## config.mk

```make
export PLATFORM = sky130hd
export DESIGN_NAME = rr_priority_arbiter8_flat
export DESIGN_NICKNAME = d
export VERILOG_FILES = /design/src/rtl/rr_priority_arbiter8_if.sv /design/src/rtl/rr_priority_arbiter8.sv /design/src/flat_wrapper.sv
export SDC_FILE = /design/constraint.sdc
export NUM_CORES = 1
export LEC_CHECK = 0
export BUFFER_PORTS_ARGS = -buffer_cell sky130_fd_sc_hd__clkbuf_2
export CORE_MARGIN = 1.5
export CORE_UTILIZATION = 65
export DETAILED_ROUTE_END_ITERATION = 12
export HOLD_SLACK_MARGIN = 0.06
export PLACE_DENSITY = 0.82
export REMOVE_ABC_BUFFERS = 1
export SLEW_MARGIN = 15
export SYNTH_ARGS = -nofsm -noshare
export SYNTH_HDL_FRONTEND = slang
export SYNTH_HIERARCHICAL = 1
export SYNTH_SLANG_ARGS = --single-unit
export TNS_END_PERCENT = 100
```

## constraint.sdc

```tcl
create_clock -name clk -period 9.8 [get_ports clk]
set_clock_uncertainty 0.15 [all_clocks]
set_input_delay 0.49 -clock clk [delete_from_list [all_inputs] [get_ports clk]]
set_output_delay 0.49 -clock clk [all_outputs]
set_load 0.05 [all_outputs]
```

## src/rtl/rr_priority_arbiter8_if.sv

```systemverilog
// Request/grant bundle between eight requesters and the shared-resource arbiter.
interface rr_priority_arbiter8_if #(
    parameter int NUM_REQ = 8
);
    logic [NUM_REQ-1:0]         req;
    logic [NUM_REQ-1:0]         gnt;
    logic [$clog2(NUM_REQ)-1:0] gnt_id;
    logic                       gnt_valid;
    logic                       timeout;

    modport master (output req, input gnt, gnt_id, gnt_valid, timeout);
    modport slave  (input req, output gnt, gnt_id, gnt_valid, timeout);
endinterface

```

## src/rtl/rr_priority_arbiter8.sv

```systemverilog
// Eight-way arbiter: rotating (or fixed) descending priority search, grant held
// while the winner keeps requesting, optional forced revoke after MAX_HOLD cycles.

// One requester's slice of the search: wins when it requests and no requester
// ranked earlier in the current search order is also requesting.
module rr_priority_arbiter8_lane #(
    parameter int NUM_REQ = 8,
    parameter int IDX     = 0
) (
    input  logic [NUM_REQ-1:0]         req,
    input  logic [$clog2(NUM_REQ)-1:0] ptr,
    output logic                       win
);
    localparam int PW = $clog2(NUM_REQ);

    logic [PW-1:0] my_rank;
    logic [PW-1:0] rk;
    logic          blocked;

    // Rank 0 is searched first; order is ptr-1, ptr-2, ... wrapping modulo NUM_REQ.
    always_comb begin
        my_rank = ptr - PW'(IDX) - PW'(1);
        rk      = '0;
        blocked = 1'b0;
        for (int k = 0; k < NUM_REQ; k++) begin
            rk = ptr - PW'(k) - PW'(1);
            if (k != IDX && req[k] && rk < my_rank)
                blocked = 1'b1;
        end
        win = req[IDX] && !blocked;
    end
endmodule

module rr_priority_arbiter8 #(
    parameter int FIXED_PRI = 0,
    parameter int MAX_HOLD  = 16
) (
    input logic                   clk,
    input logic                   rst_n,
    rr_priority_arbiter8_if.slave bus
);
    localparam int NUM_REQ = 8;
    localparam int IDW     = $clog2(NUM_REQ);
    localparam logic [7:0] MAX_HOLD_C = 8'(MAX_HOLD);

    typedef enum logic {IDLE, GRANT} state_t;

    state_t             state_q, state_d;
    logic [IDW-1:0]     ptr_q, ptr_d;
    logic [7:0]         cnt_q, cnt_d;
    logic [NUM_REQ-1:0] gnt_q, gnt_d;
    logic [IDW-1:0]     id_q, id_d;
    logic               vld_q, vld_d;
    logic               to_q, to_d;

    logic [IDW-1:0]     srch_ptr;
    logic [NUM_REQ-1:0] win;
    logic [IDW-1:0]     win_id;
    logic               hold_hit;

    // Fixed mode searches as if the pointer never moved off 0 (order 7..0).
    assign srch_ptr = (FIXED_PRI != 0) ? '0 : ptr_q;
    assign hold_hit = (MAX_HOLD != 0) && (cnt_q == MAX_HOLD_C);

    for (genvar i = 0; i < NUM_REQ; i++) begin : g_lane
        rr_priority_arbiter8_lane #(.NUM_REQ(NUM_REQ), .IDX(i)) u_lane (
            .req (bus.req),
            .ptr (srch_ptr),
            .win (win[i])
        );
    end

    // One-hot winner to binary index.
    always_comb begin
        win_id = '0;
        for (int i = 0; i < NUM_REQ; i++)
            if (win[i]) win_id = IDW'(i);
    end

    // State and grant registers; reset drops any grant without waiting for clk.
    always_ff @(posedge clk or negedge rst_n) begin
        if (!rst_n) begin
            state_q <= IDLE;
            ptr_q   <= '0;
            cnt_q   <= '0;
            gnt_q   <= '0;
            id_q    <= '0;
            vld_q   <= 1'b0;
            to_q    <= 1'b0;
        end else begin
            state_q <= state_d;
            ptr_q   <= ptr_d;
            cnt_q   <= cnt_d;
            gnt_q   <= gnt_d;
            id_q    <= id_d;
            vld_q   <= vld_d;
            to_q    <= to_d;
        end
    end

    // Next state: every grant ends in IDLE, either by release or by revoke.
    always_comb begin
        state_d = state_q;
        case (state_q)
            IDLE:  if (|bus.req) state_d = GRANT;
            GRANT: if (!bus.req[id_q] || hold_hit) state_d = IDLE;
            default: state_d = IDLE;
        endcase
    end

    // Next grant/counter/pointer values; release takes precedence over revoke.
    always_comb begin
        ptr_d = ptr_q;
        cnt_d = cnt_q;
        gnt_d = gnt_q;
        id_d  = id_q;
        vld_d = vld_q;
        to_d  = 1'b0;
        case (state_q)
            IDLE: begin
                if (|bus.req) begin
                    ptr_d = win_id;
                    cnt_d = 8'd1;
                    gnt_d = win;
                    id_d  = win_id;
                    vld_d = 1'b1;
                end
            end
            GRANT: begin
                if (state_d == IDLE) begin
                    gnt_d = '0;
                    vld_d = 1'b0;
                    cnt_d = '0;
                    to_d  = bus.req[id_q];
                end else begin
                    cnt_d = (cnt_q == 8'hFF) ? cnt_q : cnt_q + 8'd1;
                end
            end
            default: ;
        endcase
    end

    assign bus.gnt       = gnt_q;
    assign bus.gnt_id    = id_q;
    assign bus.gnt_valid = vld_q;
    assign bus.timeout   = to_q;
endmodule

```

## src/flat_wrapper.sv

```systemverilog
// flat-port wrapper written by rule: the top's interface ports become plain ports
module rr_priority_arbiter8_flat 
#(
    parameter int FIXED_PRI = 0,
    parameter int MAX_HOLD  = 16
)
  (clk, rst_n, bus_req, bus_gnt, bus_gnt_id, bus_gnt_valid, bus_timeout);
  rr_priority_arbiter8_if bus_i ();
  input logic clk;
  input logic rst_n;
  input wire logic [$bits(bus_i.req)-1:0] bus_req;
  output wire logic [$bits(bus_i.gnt)-1:0] bus_gnt;
  output wire logic [$bits(bus_i.gnt_id)-1:0] bus_gnt_id;
  output wire logic [$bits(bus_i.gnt_valid)-1:0] bus_gnt_valid;
  output wire logic [$bits(bus_i.timeout)-1:0] bus_timeout;
  assign bus_i.req = bus_req;
  assign bus_gnt = bus_i.gnt;
  assign bus_gnt_id = bus_i.gnt_id;
  assign bus_gnt_valid = bus_i.gnt_valid;
  assign bus_timeout = bus_i.timeout;
  rr_priority_arbiter8 #(.FIXED_PRI(FIXED_PRI), .MAX_HOLD(MAX_HOLD)) u_core (.clk(clk), .rst_n(rst_n), .bus(bus_i));
endmodule
```

==> reports/metrics.yaml, run 1 <==
cts_sinks: 22
cts_tree: "done"
synth-async-reset-ratio: 1.00
antenna_found_initial: 0
synth-compound-area-share: 0.180
synth_cells: 421
max_freq_mhz: 266
drv_cap: 0
dieArea_mm2: 0.00597
grt_max_degree: 55
core_mm2: 0.00520
synthTopCellsByArea: "ha_1, dfrtp_1, inv_1"
cts_max_level: 1
end_kind: "register"
placed_area_mm2: 0.00375
status: "complete, no violations"
multi_input_area_mm2: 0.00281
vias: 3165
syn_avg_cell_area_um2: 8.51
layout_commonest_cell: "ha_1"
cts_buffers: 3
rsz0062_at_grt: "no"
grt_overflow_total: 0
min_path_type: "input pin to asynchronous set/reset pin"
synth-main-ff-cell: "dfrtp_1"
synth_mux_area_frac: 0.0541
route.detailed.drc: 0
final_cells: 512
synth_cell_type_count: 71
gp_congestion: 0.878
critPathArrivalTime_ns: 3.72
ys_seq_area_frac: 0.154
post_cts_buffers: 0
routed_wl_mm: 8.18
dp_cells: 508
seq_area_um2: 554
critPathMaxStageDelay_ns: 0.63
cts_root_buf: "clkbuf_8"
initial_core_util: 0.688
n_fill_cell: 398
yosys_warnings: 6
drtIter0Drc: 277
setup_viol: 0
synth_xor_area_frac: 0.0678
critPathMaxFanout: 54
hold_slack_ns: 0.0490
cts_buffer_depth: 2
cts_resized: 0
cp_slowest_cell: "nor4_1"
final_layout_size_suffix_gt1_frac: 0.115
cp_data_required_time_ns: 9.76
netlist_area_mm2: 0.00358
grt_pass1_vias: 3081
grt_util_all_layers: 0.284
yosysTopAreaCellShare: 0.262
io-pin-count: 23
die_x_um: 77.2
postRouteAntennaNets: 0
startpoint_type: "register"
nets: 528
wl_per_cell_um: 16.0
dr.pass1.iters: 6
areaGrowthSynthToFinish_pct: 6.81
crit_type: "register to register"
synth_edf_count: 0
synth_seq_cells: 22
period_share: 0.384
relSlewSlack: 0.293
yosys.area_share.simple: 0.219
clk_pin_slew_ns: 0.09
synth_adder_area_share: 0.262
final_cell_mix: "ha_1, inv_1, nor2_1, clkbuf_2"
viasPerCell: 6.18
min_period_ns: 3.77
rows: 26
hold_buffers: 0
port_buffers: 22
fin_area_mm2: 0.00383
antennaDiodeCount: 0
synth_top_cell_by_area: "ha_1"
cp_cell_sequence: "buf_4 > inv_1 > ha_1 > xor2_1 > xor2_1 > ha_1 > o21ai_0 > nand3b_1 > nand4b_1 > nor4_1 > nor3_1 > o31ai_1 > o21ai_0"
tightest_slew_ns: 1.06
timing.final.hold_violations: 0
final.setup.tns_ns: 0
grt_pass1_wl_mm: 13.9
die_h_um: 77.2
drv_slew: 0
synth_top_family_by_area: "adder cells"
place_hpwl_mm: 5.49
clk_latency_ns: 0.27
registers in the layout (all words and copies together) (netlist names):
signal,flops
u_core/bus.timeout,1
u_core/bus.gnt,8
u_core/bus.gnt_id,3
u_core/state_q,1
u_core/bus.gnt_valid,1
u_core/cnt_q,8
cell type report:
type | instances | share of cell area
clock inverter | 1 | 0.00785
clock buffer | 3 | 0.0108
sequential | 22 | 0.145
tap | 70 | 0.0229
inverter | 48 | 0.0471
multi-input combinational | 344 | 0.734
timing repair buffer | 24 | 0.0327
worst paths after layout:
path	depth (start not counted)	slack [ns]	end	startpoint
worst max-delay path	13	6.03	u_core/bus.gnt_id[1]$_DFFE_PN0P_	u_core/bus.gnt_id[0]$_DFFE_PN0P_
worst min-delay path	1	0.05	u_core/cnt_q[0]$_DFFE_PN0P_	rst_n
worst max register to register	13	6.03	u_core/bus.gnt_id[1]$_DFFE_PN0P_	u_core/bus.gnt_id[0]$_DFFE_PN0P_
worst min register to register	2	0.36	u_core/bus.gnt_valid$_DFFE_PN0P_	u_core/bus.gnt_valid$_DFFE_PN0P_
max in group asynchronous	1	9.03	u_core/bus.gnt_id[0]$_DFFE_PN0P_	rst_n
min in group clk	2	0.36	u_core/bus.gnt_valid$_DFFE_PN0P_	u_core/bus.gnt_valid$_DFFE_PN0P_
synthesized netlist by cell type, types with 8 or more instances:
library cell,instances
a21oi_1,18
ha_1,75
o21ai_0,15
nor3_1,8
nor2_1,25
nand2_1,21
xnor2_1,8
mux2i_1,16
nand2b_1,21
nor2b_1,9
inv_1,48
nand3_1,8
dfrtp_1,22
xor2_1,16
metrics by stage:
| step | worst slack (ns) | utilization |
|---|---|---|
| finish | 6.03 | 0.735 |
| global route | 5.65 | 0.735 |
| CTS | 6.09 | 0.735 |
| detailed placement | 6.25 | 0.721 |
| global placement | 6.37 | 0.721 |
| floorplan | 5.69 | - |
metal layers:
metal / share of wire / global-route usage / up-vias
li1: - / - / 1556
met1: 0.45 / 0.359 / 1502
met2: 0.49 / 0.496 / 90
met3: 0.046 / 0.0393 / 17
met4: 0.021 / 0.0873 / 0
met5: 0 / 0 / -
cells by family (layout without fill, tap and decap cells):
kind of cell,Yosys count,after routing
and+or+nand+nor,135,135
muxes,19,19
AOI/OAI and AO/OA,89,89
xor gates and xnor gates,26,26
buffers and inverters,55,76
DFF,22,22
adders and majority gates,75,75
critical path: cells and delay by family, from the launching register on:
family / cells / cell delay [ns]
buf+inv: 2 / 0.68
fa+ha+maj: 2 / 0.55
simple gates: 4 / 0.98
xor+xnor: 2 / 0.38
compound gates: 3 / 0.50
flops: 1 / 0.35
Power of run 1 is left out: the tool's default activity adds up to more than one toggle a clock period on the data nets, which glitch-free logic cannot reach.
==> run 2: changes to the inputs <==
- ABC_AREA: default -> 1
- CORE_UTILIZATION: 65 -> 57
- PLACE_DENSITY: 0.82 -> 0.75
- clock period: 9.8 -> 3.2 ns (I/O delays scaled with it)
==> reports/metrics.yaml, run 2 <==
n_fill_cell: 616
p_switching_mw: 2.34
placed_area_mm2: 0.00417
worst-r2r-cell-count: 14
cp_data_required_time_ns: 3.18
synth_adder_area_share: 0.240
final.setup.tns_ns: 0
relSlewSlack: 0.625
synth-async-reset-ratio: 1.00
period_share: 0.921
cp_slowest_cell: "o41ai_1"
status: "complete, but fails checks"
final_layout_size_suffix_gt1_frac: 0.148
tightest_slew_ns: 0.562
drtIter0Drc: 242
synth_seq_cells: 22
crit_path_frequent_cell: "nand2_1"
layout_commonest_cell: "nand2_1"
grt_pass1_vias: 3531
netlist_area_mm2: 0.00390
synth_cell_type_count: 33
r2r_end: "u_core/bus.gnt_id[2]$_DFFE_PN0P_"
total_leakage_power_nw: 2.42
io-pin-count: 23
port_buffers: 22
synth.top_cells.by_count: "nand2_1, inv_1, ha_1"
clockPowerShare: 0.051
swShare: 0.594
drv_slew: 0
grt_max_degree: 50
viasPerCell: 5.17
dr.pass1.iters: 9
synth_top_cell_by_area: "ha_1"
yosys.area_share.simple: 0.404
post_cts_buffers: 0
max_freq_mhz: 339
grt_pass1_wl_mm: 15.8
synth_edf_count: 0
core_mm2: 0.00649
r2r_slack_ns: 0.25
place_hpwl_mm: 6.66
synth-main-ff-cell: "dfrtp_1"
fin_area_mm2: 0.00424
cts_buffer_depth: 2
cp_cell_sequence: "buf_12 > inv_1 > ha_1 > xnor2_1 > xnor2_1 > ha_1 > o21ai_0 > nand2_1 > nand2_1 > nor2_1 > nand2_1 > nor2_1 > o41ai_1 > o21ai_1"
dieArea_mm2: 0.00736
ys_seq_area_frac: 0.141
cts_root_buf: "clkbuf_8"
nets: 743
critPathArrivalTime_ns: 2.93
hold_slack_ns: 0.262
antenna_found_initial: 0
crit_type: "register to register"
rows: 29
synth_most_common_cell: "nand2_1"
syn_avg_cell_area_um2: 6.24
synth_cells: 626
yosysTopAreaCellShare: 0.240
synth_mux_area_frac: 0
setup_viol: 0
routed_wl_mm: 9.10
clk_latency_ns: 0.26
final_cell_mix: "nand2_1, inv_1, ha_1, nor2_1, nand3_1"
antennaDiodeCount: 0
route.detailed.drc: 1
synth_top_family_by_area: "simple AND/OR/NAND/NOR gates"
cts_tree: "done"
pwr-share-comb: 0.842
wl_per_cell_um: 12.4
yosys_warnings: 6
drv_cap: 0
end_kind: "register"
p_int_mw: 1.60
postRouteAntennaNets: 0
min_path_type: "input pin to asynchronous set/reset pin"
startpoint_type: "register"
peakVddDrop_mv: 0.432
p_per_area_mw_per_mm2: 928
r2r_start: "u_core/bus.gnt_id[1]$_DFFE_PN0P_"
grt_util_all_layers: 0.257
synth-compound-area-share: 0.0631
cts_sinks: 22
critPathMaxStageDelay_ns: 0.42
die_x_um: 85.8
violations: "design-rule violations"
grt_overflow_total: 0
synth_xor_area_frac: 0.0314
min_period_ns: 2.95
rsz0062_at_grt: "no"
vias: 3793
fin_util: 0.653
clk_pin_slew_ns: 0.08
seqPwrFrac: 0.108
cts_buffers: 3
timing.final.hold_violations: 0
cts_max_level: 1
synthTopCellsByArea: "ha_1, nand2_1, dfrtp_1"
die_h_um: 85.8
critPathMaxFanout: 49
finalPower_mw: 3.93
gp_congestion: 0.896
initial_core_util: 0.601
areaGrowthSynthToFinish_pct: 8.56
[run 2: cell count changes in the layout (fill, tap and decap cells not counted), sizes merged, moves of 16 or more]
| cell | before | now |
|---|---|---|
| mux2i | 16 | 0 |
| nand2b | 21 | 0 |
| inv | 48 | 120 |
| nor2 | 25 | 68 |
| nand2 | 21 | 201 |
| nand3 | 8 | 59 |
[run 2: layer usage]
metal,up-vias,GRT usage,share of wire
met3,6,0.00770,0.039
met1,1697,0.344,0.49
met2,99,0.466,0.47
met4,0,0.0484,0.0078
li1,1991,-,-
met5,-,0,0
[run 2: worst max-delay path: cells and delay by family (launching register included)]
family          cells  cell delay (ns)
compound gates      3             0.62
xor+xnor            2             0.47
fa+ha+maj           2             0.49
buf+inv             2             0.38
flops               1             0.40
simple gates        5             0.32
[run 2: what timing repair did]
item                                    in CTS  in global routing
endpoints found under the hold margin       22                  0
resized for setup                            0                  1
hold buffers                                 1                  0
endpoints found under the setup margin       0                  2
[run 2: cell type report]
| cell class | instances | area (µm²) | share of cell area |
|---|---|---|---|
| multi-input cells | 480 | 2890 | 0.681 |
| flip-flops and latches | 22 | 554 | 0.131 |
| inverters | 123 | 462 | 0.109 |
| repair buffers | 28 | 186 | 0.0440 |
| well taps | 77 | 96.3 | 0.0227 |
| clock buffers | 4 | 55.1 | 0.0130 |
[run 2: logic make-up (layout without fill, tap and decap cells)]
kind of cell             after synthesis  after routing
AO/OA/AOI/OAI                         42             42
flip-flops                            22             22
adder cells (fa/ha/maj)               75             75
XOR/XNOR                              14             14
AND/OR/NAND/NOR                      349            349
buffers and inverters                124            155
[run 2: worst max-delay path by stage]
stage / start / to / slack [ns]
2_1_floorplan: u_core/bus.gnt_id[1]$_DFFE_PN0P_ / u_core/bus.gnt_id[0]$_DFFE_PN0P_ / -0.68
3_3_place_gp: u_core/bus.gnt_id[0]$_DFFE_PN0P_ / u_core/bus.gnt_id[2]$_DFFE_PN0P_ / 0.31
3_5_place_dp: u_core/bus.gnt_id[0]$_DFFE_PN0P_ / u_core/bus.gnt_id[2]$_DFFE_PN0P_ / 0.29
4_1_cts: u_core/bus.gnt_id[0]$_DFFE_PN0P_ / u_core/bus.gnt_id[2]$_DFFE_PN0P_ / 0.25
5_1_grt: u_core/bus.gnt_id[1]$_DFFE_PN0P_ / u_core/bus.gnt_id[2]$_DFFE_PN0P_ / 0.0005
6_report: u_core/bus.gnt_id[1]$_DFFE_PN0P_ / u_core/bus.gnt_id[2]$_DFFE_PN0P_ / 0.25
[run 2: power by group through the flow]
stage | Combinational [mW] | Sequential [mW] | Clock, mW
floorplan | 2.24 | 0.758 | 0
global placement | 3.15 | 0.425 | 0
detailed placement | 3.26 | 0.429 | 0
CTS | 3.28 | 0.424 | 0.205
global route | 3.81 | 0.433 | 0.210
finish | 3.31 | 0.424 | 0.199
[run 2: through the flow]
stage	std cells	setup slack, ns
floorplan	625	-0.678
global placement	729	0.308
detailed placement	729	0.292
CTS	734	0.253
global route	734	0.000467
finish	734	0.252
Note: power is estimated with default switching activity, not from simulation.
